==> src/rtl/mls_err_counter.sv <==
// Saturating error counter with synchronous clear.
// A clear coinciding with an increment leaves the count at one.
module mls_err_counter #(
    parameter int W = 16
) (
    input  logic         clk,
    input  logic         reset,
    input  logic         clr,
    input  logic         inc,
    output logic [W-1:0] count
);

    // Clear wins over counting, but the coincident error is kept
    always_ff @(posedge clk or posedge reset) begin
        if (reset) begin
            count <= '0;
        end else if (clr) begin
            count <= {{(W-1){1'b0}}, inc};
        end else if (inc && (count != {W{1'b1}})) begin
            count <= count + 1'b1;
        end
    end

endmodule

==> config.mk <==
export PLATFORM = sky130hd
export DESIGN_NAME = mls_err_counter
export DESIGN_NICKNAME = d
export VERILOG_FILES = /design/src/rtl/mls_err_counter.sv
export SDC_FILE = /design/constraint.sdc
export NUM_CORES = 1
export LEC_CHECK = 0
export CAP_MARGIN = 25
export CORE_UTILIZATION = 49
export DETAILED_ROUTE_END_ITERATION = 6
export PLACE_DENSITY = 0.78
export RECOVER_POWER = 100
export SLEW_MARGIN = 20
export SYNTH_ARGS = -nofsm -noshare
export SYNTH_HDL_FRONTEND = slang
export SYNTH_SLANG_ARGS = --single-unit
export TNS_END_PERCENT = 30
==> constraint.sdc <==
create_clock -name clk -period 2.35 [get_ports clk]
set_input_delay 0.235 -clock clk [delete_from_list [all_inputs] [get_ports clk]]
set_output_delay 0.235 -clock clk [all_outputs]
set_load 0.01 [all_outputs]
==> metrics <==
result of the run=finished clean; clock transition at the register clock pins on the worst setup and hold paths after CTS=0.10 ns; storage element area=400 µm²; multi-input gate area in the final layout=484 µm²; VDD IR-drop max=0.292 mV; Synth area leaders=dfrtp_1, a21oi_1, o31ai_1, or4_1, nand4_1; Routed Antenna Nets=0; reported max-cap violation count=0; horizontal die dimension=45.4 µm; clock latency reported for the late side of the worst-skew pair=0.28 ns; Core Util, Final=0.667; share of power burned in the clock network=0.353; busiest layer in global routing=met2; post-DR vias/cell=5.99; via count of the first global-routing pass=788; most used flip-flop cell after synthesis=dfrtp_1; top flop regs=count x16; Post-Syn Area per Cell=9.63 µm²; vertical die dimension=45.4 µm; Post-CTS Setup Repair Bufs=0; power spent charging and discharging nets=121 µW; max_slew headroom=0.443; total count of hold-check failures in the final report=0; RSZ-0062 raised after global routing=false; worst reg2reg path depth=5; final critical delay including setup and external delays=1.97 ns; library cell with the largest summed area after synthesis=dfrtp_1; met1 usage=0.284; number of buffers added to fix hold violations after cts=0; fraction of power consumed by combinational cells=0.092; GRT Residual Overflow=0; antenna cells=0; iteration count of the initial detailed-routing pass=4; number of pins with negative max-slew slack in the final report=0; post-detailed-route wirelength per cell=13.7 µm; register with the most flip-flops=count; Resize count post-CTS=0; clock root buffer=clkbuf_4; die area=2060 µm²; highest cell delay on the worst timing path=0.72 ns; floorplan core area=1750 µm²; synthesized instance count=96; final count of negative-setup-slack endpoints=0; Critical Path End Type=flop; share of cells above drive strength 1=0.0678; summed instance area of the synthesized netlist=925 µm²; reg-to-reg setup timing slack=0.38 ns; largest net degree at the start of global routing=18; maximum clock insertion buffer count=2; worst path cell trace=ha_1, nand4_4, nor3_1, nor3_1, a211oi_1; Netlist cell types=31; aggregate global-route resource usage=0.218; CP Data Required Time=2.53 ns; maximum frequency from static timing analysis=509 MHz; flop and latch count out of synthesis=16; number of enable-type register cells in the synthesized netlist=0; clock sink total=16; sequential share of the synthesized area=0.433; number of nets at the end of the flow=124; number of clock buffers inserted by TritonCTS=3; count of buffer and inverter cells on the critical path=0; startpoint of the most critical register-to-register path=count[0]; area share of the largest cell type after synthesis=0.433; vias post-DR=857; row count=15; number of input and output port buffers inserted=19; Worst Path Max Fanout=9; Critical Setup Path Class=reg2reg; total wirelength of the detailed-routed design=1960 µm; GR Util met3=0.0278; Seq pwr share=0.555; share of synthesized flip-flops with an asynchronous set or reset=1.00; grt met2 use=0.366; Final Cycle Share=0.836; clock tree from TritonCTS=built; HPWL Detailed=1390 µm; switching part of the total power=0.234; worst slack at placement=0.425 ns; Crit path top cell by count=nor3_1; total power density per cell area=442 nW/µm²; post-synthesis net count=101; Starting DRT DRC Count=6; Arr. time, crit path=2.15 ns; total DRC errors in the routed layout=0; r2r endpoint=count[7]; Total Power=515 µW; depth of the CTS H-tree=1; largest delay contributor family on the critical path=simple AND/OR/NAND/NOR gates; number of antenna violations at the first check in global routing=0; Initial Utilization=0.530; accumulated negative setup slack=0 ns; PnR worst setup slack=0.384 ns; warning count from the yosys run=0; flip-flop count of the largest register after layout=16; crit start category=flop; Fillers=146; leakage power=0.000496 µW; slew of the pin with the lowest slew margin=0.829 ns; critical path's slowest cell=nor3_1; commonest cells after routing, fill and taps aside=dlygate4sd3_1, dfrtp_1, a21oi_1; Clock Skew=0.00291 ns; placer congestion estimate=0.814; leading cell type in the layout, fill and taps excluded=dlygate4sd3_1; Cell Int Power=395 µW; first-pass GRT wire length=3280 µm; type of the most critical hold path=in2async; Ports=20; post-synthesis to final-layout area growth=26.0%
-- synthesized netlist by cell type (2+ instances only) --
library cell	number
dfrtp_1	16
a21oi_1	11
nand2_1	8
o31ai_1	6
nand4_1	5
or3_1	5
or4_1	5
inv_1	4
nand3_1	4
nor2_1	3
o21ai_1	3
a211oi_1	2
and2_1	2
and3_1	2
and4_1	2
nor3_1	2
o21ai_0	2
-- worst max path at each step --
stage                     slack [ns]         to  cells past startpoint     start
after detailed placement        0.42  count[12]                      5       inc
after global placement          0.47  count[12]                      5       inc
after CTS                       0.45   count[1]                      5  count[0]
final                           0.38   count[7]                      5  count[0]
after floorplan                 0.58  count[12]                      5  count[0]
after global routing            0.18   count[7]                      5  count[0]
-- cell type report --
type | count | area share
Multi-Input combinational cell | 74 | 0.416
Tap cell | 25 | 0.0269
Timing Repair Buffer | 20 | 0.170
Sequential cell | 16 | 0.344
Inverter | 4 | 0.0129
Clock buffer | 4 | 0.0311
-- power groups by stage --
stage	Sequential, µW	Combinational, µW	Clock (µW)
5_1_grt	287	52.4	200
2_1_floorplan	293	25.9	0
3_5_place_dp	292	50.7	0
6_report	286	47.3	182
3_3_place_gp	292	49.7	0
4_1_cts	286	51.1	187
-- metal layers --
layer	up-vias	part of all wire
li1	420	-
met1	412	0.46
met2	23	0.49
met3	2	0.051
met4	0	0.0020
met5	-	0
-- through the flow --
stage,cells,instance area [µm²],hold WS (ns)
global placement,139,1150,0.537
floorplan,96,925,0.149
finish,143,1160,0.461
detailed placement,139,1150,0.552
global route,143,1160,0.507
CTS,143,1180,0.341
-- worst register-to-register path: cells and delay by family (launching register included) --
| kind | cells | cell delay, ns |
|---|---|---|
| DFF | 1 | 0.41 |
| AOI/OAI and AO/OA | 1 | 0.24 |
| adders and majority gates | 1 | 0.25 |
| and+or+nand+nor | 3 | 0.98 |
-- cell families (layout without fill, tap and decap cells) --
group / count (synthesis) / in the layout / synth area share
and+or+nand+nor: 44 / 44 / 0.302
AOI/OAI and AO/OA: 27 / 27 / 0.207
DFF: 16 / 16 / 0.433
buffers and inverters: 6 / 28 / 0.0243
adders and majority gates: 1 / 1 / 0.0135
xor gates and xnor gates: 1 / 1 / 0.00947
muxes: 1 / 1 / 0.0108
Note: power is estimated with default switching activity, not from simulation.
